**config.mk**
```make
export PLATFORM = sky130hd
export DESIGN_NAME = detector_sweep_ctrl
export DESIGN_NICKNAME = d
export VERILOG_FILES = /design/src/rtl/detector_sweep_ctrl.sv
export SDC_FILE = /design/constraint.sdc
export NUM_CORES = 1
export LEC_CHECK = 0
export BUFFER_PORTS_ARGS = -buffer_cell sky130_fd_sc_hd__buf_2
export CAP_MARGIN = 20
export CORE_MARGIN = 2
export CORE_UTILIZATION = 45
export DETAILED_ROUTE_END_ITERATION = 6
export PLACE_DENSITY = 0.62
export SLEW_MARGIN = 15
export SYNTH_ARGS = -nofsm -noshare
export SYNTH_HDL_FRONTEND = slang
export SYNTH_SLANG_ARGS = --single-unit
export TNS_END_PERCENT = 1
```
**constraint.sdc**
```tcl
create_clock -name clk -period 2.03 [get_ports clk]
set_input_delay 0.203 -clock clk [delete_from_list [all_inputs] [get_ports clk]]
set_output_delay 0.203 -clock clk [all_outputs]
set_load 0.05 [all_outputs]
```
**src/rtl/detector_sweep_ctrl.sv**
```systemverilog
// detector_sweep_ctrl: drives A/B/C of the 3-input "at most one high"
// detector through all 8 vectors, samples Q after settling and scores it
// against a golden model. Optional feature macro: DET_SWEEP_LOOP_EN
// (repeat the sweep forever instead of stopping in DONE).
module detector_sweep_ctrl #(
    parameter int unsigned DIV_W      = 24,
    parameter int unsigned DIV_MAX    = 12_499_999,
    parameter int unsigned SETTLE_CYC = 2           // legal range 1..15
) (
    input  logic       clk,
    input  logic       rst_n,
    input  logic       start,
    input  logic       step_mode,
    input  logic       step,
    input  logic       q_in,
    output logic       a_out,
    output logic       b_out,
    output logic       c_out,
    output logic [2:0] vec_led,
    output logic       q_led,
    output logic       busy,
    output logic       done,
    output logic [3:0] q_cnt,
    output logic       err,
    output logic [3:0] err_cnt
);
    localparam int unsigned SET_W = 4;
    localparam int unsigned CNT_W = 4;
    localparam int unsigned VEC_W = 3;

    typedef enum logic [2:0] {
        S_IDLE,
        S_DRIVE,
        S_SETTLE,
        S_SAMPLE,
        S_HOLD,
        S_DONE
    } state_t;

    state_t             r_state,   w_state_nxt;
    logic [VEC_W-1:0]   r_vec,     w_vec_nxt;
    logic [DIV_W-1:0]   r_div,     w_div_nxt;
    logic [SET_W-1:0]   r_set,     w_set_nxt;
    logic [VEC_W-1:0]   r_abc,     w_abc_nxt;
    logic               r_q_led,   w_q_led_nxt;
    logic               r_busy,    w_busy_nxt;
    logic               r_done,    w_done_nxt;
    logic [CNT_W-1:0]   r_q_cnt,   w_q_cnt_nxt;
    logic               r_err,     w_err_nxt;
    logic [CNT_W-1:0]   r_err_cnt, w_err_cnt_nxt;
    logic               r_step_d;

    logic               w_step_rise;
    logic               w_expected;
    logic               w_hold_exit;

    // Next-state and next-output logic for the sweep sequencer.
    always_comb begin
        w_state_nxt   = r_state;
        w_vec_nxt     = r_vec;
        w_div_nxt     = r_div;
        w_set_nxt     = r_set;
        w_abc_nxt     = r_abc;
        w_q_led_nxt   = r_q_led;
        w_q_cnt_nxt   = r_q_cnt;
        w_err_nxt     = r_err;
        w_err_cnt_nxt = r_err_cnt;
        w_done_nxt    = 1'b0;

        w_step_rise = step & ~r_step_d;
        w_expected  = (r_vec == 3'b000) || (r_vec == 3'b001) ||
                      (r_vec == 3'b010) || (r_vec == 3'b100);
        // Mode is re-evaluated every HOLD cycle; prescaler saturates at DIV_MAX.
        w_hold_exit = step_mode ? w_step_rise : (r_div == DIV_W'(DIV_MAX));

        case (r_state)
            S_IDLE, S_DONE: begin
                if (start) begin
                    w_state_nxt   = S_DRIVE;
                    w_vec_nxt     = '0;
                    w_q_cnt_nxt   = '0;
                    w_err_nxt     = 1'b0;
                    w_err_cnt_nxt = '0;
                end
            end
            S_DRIVE: begin
                w_abc_nxt   = r_vec;
                w_set_nxt   = SET_W'(SETTLE_CYC - 1);
                w_state_nxt = S_SETTLE;
            end
            S_SETTLE: begin
                if (r_set == '0) begin
                    w_state_nxt = S_SAMPLE;
                end else begin
                    w_set_nxt = r_set - SET_W'(1);
                end
            end
            S_SAMPLE: begin
                w_q_led_nxt = q_in;
                if (q_in) begin
                    w_q_cnt_nxt = r_q_cnt + CNT_W'(1);
                end
                if (q_in != w_expected) begin
                    w_err_nxt     = 1'b1;
                    w_err_cnt_nxt = r_err_cnt + CNT_W'(1);
                end
                w_div_nxt   = '0;
                w_state_nxt = S_HOLD;
            end
            S_HOLD: begin
                if (r_div != DIV_W'(DIV_MAX)) begin
                    w_div_nxt = r_div + DIV_W'(1);
                end
                if (w_hold_exit) begin
                    if (r_vec == 3'd7) begin
`ifdef DET_SWEEP_LOOP_EN
                        w_vec_nxt     = '0;
                        w_q_cnt_nxt   = '0;
                        w_err_cnt_nxt = '0;
                        w_done_nxt    = 1'b1;
                        w_state_nxt   = S_DRIVE;
`else
                        w_state_nxt   = S_DONE;
`endif
                    end else begin
                        w_vec_nxt   = r_vec + VEC_W'(1);
                        w_state_nxt = S_DRIVE;
                    end
                end
            end
            default: begin
                w_state_nxt = S_IDLE;
            end
        endcase

        w_busy_nxt = (w_state_nxt == S_DRIVE) || (w_state_nxt == S_SETTLE) ||
                     (w_state_nxt == S_SAMPLE) || (w_state_nxt == S_HOLD);
`ifndef DET_SWEEP_LOOP_EN
        w_done_nxt = (w_state_nxt == S_DONE);
`endif
    end

    // State register.
    always_ff @(posedge clk) begin
        if (!rst_n) begin
            r_state <= S_IDLE;
        end else begin
            r_state <= w_state_nxt;
        end
    end

    // Datapath, counters, registered outputs and step edge register.
    always_ff @(posedge clk) begin
        if (!rst_n) begin
            r_vec     <= '0;
            r_div     <= '0;
            r_set     <= '0;
            r_abc     <= '0;
            r_q_led   <= 1'b0;
            r_busy    <= 1'b0;
            r_done    <= 1'b0;
            r_q_cnt   <= '0;
            r_err     <= 1'b0;
            r_err_cnt <= '0;
            r_step_d  <= 1'b0;
        end else begin
            r_vec     <= w_vec_nxt;
            r_div     <= w_div_nxt;
            r_set     <= w_set_nxt;
            r_abc     <= w_abc_nxt;
            r_q_led   <= w_q_led_nxt;
            r_busy    <= w_busy_nxt;
            r_done    <= w_done_nxt;
            r_q_cnt   <= w_q_cnt_nxt;
            r_err     <= w_err_nxt;
            r_err_cnt <= w_err_cnt_nxt;
            r_step_d  <= step;
        end
    end

    assign a_out   = r_abc[2];
    assign b_out   = r_abc[1];
    assign c_out   = r_abc[0];
    assign vec_led = r_abc;
    assign q_led   = r_q_led;
    assign busy    = r_busy;
    assign done    = r_done;
    assign q_cnt   = r_q_cnt;
    assign err     = r_err;
    assign err_cnt = r_err_cnt;

endmodule
```
; Word-level counts from Yosys, hierarchy flattened
; Index checks and enable logic that the tools add are counted.
; Widths: inputs -> output; s select.
[op_classes]
reduce_logical = 19
n_bitwise = 2
shifts = 0
n_lt_le_gt_ge = 0
addsub = 5
n_div = 0
n_mux = 22
mul = 0
n_eq_ne = 24
[ops]
columns = operator, n
row1 = $pmux 24 s2, 1
row2 = $add 24x1->24 const B, 1
row3 = $eq 24x24->1 const B, 1
row4 = $mux 24, 1
row5 = $ne 24x24->1 const B, 1
row6 = $pmux 4 s2, 3
row7 = $mux 3, 7
row8 = $eq 3x3->1 const B, 6
row9 = $mux 4, 4
row10 = $eq 3x2->1 const B, 5
row11 = $pmux 3 s5, 1
row12 = $ne 2x2->1 const B, 7
row13 = $eq 3x1->1 const B, 3
row14 = $add 4x1->4 const B, 2
row15 = $reduce_bool 2->1, 4
row16 = $logic_not 3->1, 2
row17 = $logic_or 1x1->1, 6
row18 = $pmux 3 s2, 1
row19 = $reduce_and 3->1, 2
row20 = $logic_not 4->1, 1
row21 = $reduce_and 2->1, 2
row22 = $reduce_and 4->1, 1
row23 = $sub 4x1->4 const B, 1
row24 = $add 3x1->3 const B, 1
row25 = other kinds (6), 8
[word_totals]
n_memories = 0
mem_bits_ro = 0
ram_bits = 0
in_bits = 6
latch_bits = 0
ff_bits = 50
elab_cells = 84
output_inout_bits = 18

; Depth between registers and ports, before layout
; Gate-level depths: netlist (run 1).
[logic_depth]
depth_word = 9
depth_mapped = 7
mapped_depth_nobuf = 7

; Worst setup path before layout (run 1)
; Ideal clock, no wire load.
[synth_timing]
path_kind = register -> register
from = reg r_div[16]
to = reg r_done, in the netlist done
arrival_time_ps = 2016
period_less_slack_ps = 2075
required_ps = 1971
setup_slack_ps = -45
path_buffers = 0
setup_time_ps = 59
stages_incl_launch_ff = 6
cell_sequence = dfxtp_1 -> or4b_1 -> or3_4 -> or4b_4 -> a21boi_2 -> and2_1
[synth_between]
elab_chain_cells = 5
[synth_lines]
columns = item, line
row1 = start: declaration, 42  ; logic [DIV_W-1:0] r_div, w_div_nxt;
row2 = start signal: assignment, 168  ; r_div <= w_div_nxt;
row3 = $eq 24x24->1, 74  ; w_hold_exit = step_mode ? w_step_rise : (r_div == DIV_W'(DIV_MAX));
row4 = $mux 1, 74
row5 = $mux 3, 114  ; if (w_hold_exit) begin
row6 = $pmux 3 s5, 76  ; case (r_state)
row7 = $eq 3x3->1, 139  ; w_done_nxt = (w_state_nxt == S_DONE);
row8 = end signal: assignment, 173  ; r_done <= w_done_nxt;
row9 = end: declaration, 47  ; logic r_done, w_done_nxt;
; No other way between the ends.
; A chain may end at the register's enable or synchronous reset.

; Worst setup path after layout (run 1)
[layout_timing]
from = reg r_div[9]
to = reg r_done, in the netlist done
; The elaborated chain is that of the path after synthesis.

==> reports/metrics.yaml, run 1 <==
numCtsBuffers: 5
cp_slowest_cell: "or4b_4"
wl_met2_mm: 3.10
synth_nets: 349
comb_power_share_pct: 17.9
utilization_pct: 54.2
antenna_found_initial: 0
drcViolationCount: 0
io_pins: 24
gp_congestion: 0.834
die_h_um: 83.0
power_density_nw_per_um2: 621
ir_drop_uv: 376
place_ws_ns: -0.118
clock-sinks: 50
final_common_cell: "dfxtp_1"
clkTransAtPathRegs_ns: 0.09
grt_pass1_wl_mm: 10.7
drv_cap: 0
vias: 2576
setup_slack_ns: -0.119
swShare_pct: 29.2
critPathMaxFanout: 5
worstSetupPathType: "flop to flop"
nNetsFinal: 385
grt.total_usage_pct: 18.5
wl_mm: 6.52
grt.overflow.total: 0
cts_tree: "done"
final_cell_mix: "dfxtp_1 (49), nand2_1 (40), buf_4 (27), buf_2 (23)"
whs_ns: 0.114
arrival_ns: 2.40
tightest_slew_ns: 0.756
clk_latency_ns: 0.30
ys.flop_type: "dfxtp_1"
p_seq_share_pct: 51.4
yosys.cell_types.count: 55
fin_skew_ns: 0.00781
slowest_delay_ns: 0.54
crit_chain: "or4_1 -> or3_4 -> or4b_4 -> a21boi_2 -> and2_1"
grt_max_degree: 39
postCtsHoldBufs: 0
fp.dieW_um: 83.0
violations: "setup timing"
syn2layout_area_growth_pct: 15.6
setup_tns_ns: -1.56
crit_buf_inv: 0
core-area_sq_um: 5990
required_ns: 2.28
wl_met1_mm: 3.11
avgSynthCellArea_sq_um: 8.41
grt_pass1_vias: 2219
fmax_mhz: 465
ys_ff_latch: 50
hold_violations: 0
synth_edf_count: 0
detail-route-antenna-nets: 0
setup_viol: 20
ys_seq_area_share_pct: 35.7
leakage_nw: 1.25
startpoint_type: "flop"
switchingPower_uw: 588
slew_violations: 0
drive_above_1_share_pct: 19.1
num_antenna_cells: 0
fin_crit_ns: 2.15
intPower_mw: 1.43
cts_setup_buffers: 0
die_area_sq_um: 6890
cp-end-kind: "flop"
rsz0062_at_grt: "true"
synthCells: 334
max-slew-margin-rel_pct: 49.4
rows: 28
portBuffers: 23
status: "finished with violations"
first_pass_iters: 4
start_util_pct: 46.9
period_share_pct: 106
drt-vias-per-instance: 5.78
wl_per_cell_um: 14.6
hpwl_mm: 4.73
syn-cell-area_sq_um: 2810
first_iter_violations: 104
htreeDepth: 2
ys_async_sr_fraction_pct: 0
root_buffer: "clkbuf_8"
met3_wirelength_um: 237
clockBufferDepth: 2
fillerInstances: 573
p_clk_share_pct: 30.6
ys_warn_count: 0
post_cts_resized: 2
hp-class: "input port to flop"
crit_family: "simple AND/OR/NAND/NOR gates"
maxUsedRoutingLayer: "met4"
==> registers in the layout, indices dropped and copies added, names as in the netlist <==
name,flops
busy,1
done,1
err,1
err_cnt,4
q_cnt,4
q_led,1
r_div,24
r_set,4
r_state,3
r_step_d,1
r_vec,3
vec_led,3
==> layer usage <==
layer | vias up | track usage, %
li1 | 1304 | -
met1 | 1221 | 25.1
met3 | 5 | 3.28
met5 | - | 0
met4 | 0 | 4.62
met2 | 46 | 30.6
==> kinds of logic (layout without fill, tap and decap cells) <==
kind of cell	after synthesis	count (layout)	synth area share [%]
DFF	50	50	35.7
buffers and inverters	31	68	4.63
muxes	12	12	4.28
adders and majority gates	9	9	4.01
and+or+nand+nor	150	150	29.5
AOI/OAI and AO/OA	77	77	20.3
xor gates and xnor gates	5	5	1.56
==> stage by stage <==
step                instance area [sq um]  power (mW)  instances
finish                               3250        2.02        446
global route                         3250        2.13        446
CTS                                  3240        2.03        446
detailed placement                   3130        1.42        438
global placement                     3130        1.41        438
floorplan                            2810        1.32        334
==> power by group through the flow <==
stage / Clock, mW / Combinational, mW / Sequential (mW)
2_1_floorplan: 0 / 0.249 / 1.08
3_3_place_gp: 0 / 0.353 / 1.06
3_5_place_dp: 0 / 0.357 / 1.06
4_1_cts: 0.637 / 0.359 / 1.04
5_1_grt: 0.678 / 0.406 / 1.04
6_report: 0.618 / 0.362 / 1.04
==> path summary, 6_finish.rpt <==
path,slack [ns],cells after the start,endpoint,startpoint
setup reg to reg,-0.12,5,done$_SDFF_PN0_,r_div[9]$_SDFFE_PN0P_
hold reg to reg,0.47,2,err$_SDFFE_PN0P_,err$_SDFFE_PN0P_
hold / removal,0.11,2,r_step_d$_SDFF_PN0_,step
setup / recovery,-0.12,5,done$_SDFF_PN0_,r_div[9]$_SDFFE_PN0P_
==> synth_stat cells, drive strengths merged (4+ instances only) <==
| library cell | number | area share [%] |
|---|---|---|
| a2111o | 7 | 2.8 |
| a21boi | 8 | 2.3 |
| a21oi | 15 | 2.7 |
| and2 | 14 | 3.1 |
| buf | 8 | 1.6 |
| clkbuf | 14 | 1.9 |
| dfxtp | 50 | 36 |
| ha | 9 | 4.0 |
| inv | 9 | 1.2 |
| mux2i | 12 | 4.3 |
| nand2 | 40 | 5.3 |
| nand2b | 13 | 2.9 |
| nand3 | 17 | 3.0 |
| nand3b | 5 | 1.3 |
| nand4 | 11 | 2.5 |
| nor2 | 17 | 2.3 |
| o2111ai | 7 | 2.2 |
| o211ai | 6 | 1.6 |
| o21ai | 10 | 1.8 |
| o31ai | 9 | 2.6 |
| or3 | 4 | 1.1 |
| or4 | 7 | 1.9 |
==> final cells by class <==
class                      count  area, sq um  share of cell area [%]
clock buffer                   6         82.6                    2.54
clock inverter                 2         12.5                   0.385
inverter                       9         33.8                    1.04
multi-input combinational    253         1690                    52.1
sequential                    50         1000                    30.9
tap                           75         93.8                    2.89
timing repair buffer          51          329                    10.1
(Power assumes the default switching activity.)
==> run 2: changes to the inputs <==
--- a/config.mk
+++ b/config.mk
@@ -10,7 +10,8 @@
 export CORE_MARGIN = 2
 export CORE_UTILIZATION = 45
 export DETAILED_ROUTE_END_ITERATION = 6
-export PLACE_DENSITY = 0.62
+export PLACE_DENSITY = 0.6
+export RECOVER_POWER = 25
 export SLEW_MARGIN = 15
 export SYNTH_ARGS = -nofsm -noshare
 export SYNTH_HDL_FRONTEND = slang
==> constraint.sdc (replaced) <==
create_clock -name clk -period 2.76 [get_ports clk]
set_input_delay 0.276 -clock clk [delete_from_list [all_inputs] [get_ports clk]]
set_output_delay 0.276 -clock clk [all_outputs]
set_load 0.05 [all_outputs]
==> reports/metrics.yaml, run 2 (synthesized netlist as in run 1, its figures left out) <==
hpwl_mm: 4.42
placed_cells: 418
worstSetupPathType: "flop to flop"
wl_met2_mm: 3.03
grt.overflow.total: 0
die_h_um: 83.0
rows: 28
numCtsBuffers: 5
wl_per_cell_um: 14.5
grt_max_degree: 29
post_cts_resized: 0
total_power_mw: 1.52
largest_reg_flops: 24
core-area_sq_um: 5990
rsz0062_at_grt: "false"
cts_setup_buffers: 0
final_common_cell: "dfxtp_1"
r2r-start: "r_div[15]$_SDFFE_PN0P_"
cts_tree: "done"
gp_congestion: 0.847
grt.total_usage_pct: 18.2
fin_crit_ns: 2.24
antenna_found_initial: 0
power_density_nw_per_um2: 495
drcViolationCount: 0
clk_latency_ns: 0.30
fillerInstances: 598
slew_violations: 0
critPathMaxFanout: 7
max-slew-margin-rel_pct: 50.1
fp.dieW_um: 83.0
maxUsedRoutingLayer: "met4"
clockBufferDepth: 2
ir_drop_uv: 288
wl_mm: 6.20
first_iter_violations: 68
portBuffers: 23
met3_wirelength_um: 158
drt-vias-per-instance: 5.74
top_register: "r_div"
die_area_sq_um: 6890
syn2layout_area_growth_pct: 9.18
startpoint_type: "flop"
root_buffer: "clkbuf_8"
grt_pass1_vias: 2178
final_cell_mix: "dfxtp_1 (50), nand2_1 (40), clkbuf_1 (19), nor2_1 (17), nand3_1 (17)"
fmax_mhz: 446
postCtsHoldBufs: 0
r2r_slack_ns: 0.52
cp-end-kind: "flop"
crit_chain: "or4b_1 -> or3_4 -> o31a_1 -> o2111ai_1 -> mux2i_1"
wl_met1_mm: 2.99
period_share_pct: 81.2
rr_endpoint: "r_div[18]$_SDFFE_PN0P_"
htreeDepth: 2
slowest_delay_ns: 0.47
rr_worst_depth: 5
grt_pass1_wl_mm: 10.4
fin_skew_ns: 0.00424
tightest_slew_ns: 0.746
arrival_ns: 2.47
final_cell_count_no_fill: 426
cp-startpoint: "r_div[15]$_SDFFE_PN0P_"
drive_above_1_share_pct: 7.98
cp_slowest_cell: "or4b_1"
start_util_pct: 46.9
utilization_pct: 51.2
first_pass_iters: 4
hold_violations: 0
clock-sinks: 50
setup_viol: 0
required_ns: 2.99
hp-class: "input port to flop"
leakage_nw: 1.08
clkTransAtPathRegs_ns: 0.09
status: "complete, no violations"
vias: 2444
setup_tns_ns: 0
drv_cap: 0
nNetsFinal: 365
io_pins: 24
detail-route-antenna-nets: 0
endpoint: "r_div[18]$_SDFFE_PN0P_"
num_antenna_cells: 0
-- run 2: how the worst min path moves through the flow --
stage | start | end | cells after the start
floorplan | step | r_step_d$_SDFF_PN0_ | 1
global placement | err$_SDFFE_PN0P_ | err$_SDFFE_PN0P_ | 2
detailed placement | q_led$_SDFFE_PN0P_ | q_led$_SDFFE_PN0P_ | 2
CTS | step | r_step_d$_SDFF_PN0_ | 2
global route | step | r_step_d$_SDFF_PN0_ | 2
finish | step | r_step_d$_SDFF_PN0_ | 2
-- run 2: metrics by stage --
step	hold slack (ns)	instance area [sq um]	worst slack, ns
floorplan	0.398	2810	0.685
CTS	0.189	3090	0.522
global route	0.196	3070	0.399
detailed placement	0.453	2980	0.578
global placement	0.451	2980	0.597
finish	0.199	3070	0.520
-- run 2: worst max-delay path, delay by kind of cell, from the launching register on --
family / cells / cell delay, ns
AO/OA/AOI/OAI: 2 / 0.64
flip-flops: 1 / 0.43
AND/OR/NAND/NOR: 2 / 0.91
multiplexers: 1 / 0.20
-- run 2: final cells by class --
cell class,instances,area [sq um],share of cell area [%]
Multi-Input combinational cell,253,1680,54.7
Sequential cell,50,1000,32.7
Timing Repair Buffer,31,154,5.02
Tap cell,75,93.8,3.06
Clock buffer,7,76.3,2.49
Inverter,9,33.8,1.10
Clock inverter,1,30.0,0.980
-- run 2: report_power, final --
part | total (mW) | switching, mW | internal [mW]
clock network | 0.510 | 0.238 | 0.272
logic | 0.237 | 0.147 | 0.0903
registers | 0.771 | 0.0274 | 0.744
total | 1.52 | 0.412 | 1.11
-- run 2: routing by layer --
layer,vias up,global-route usage (%)
met3,2,3.98
li1,1271,-
met5,-,0
met1,1147,23.4
met4,0,3.73
met2,24,31.3
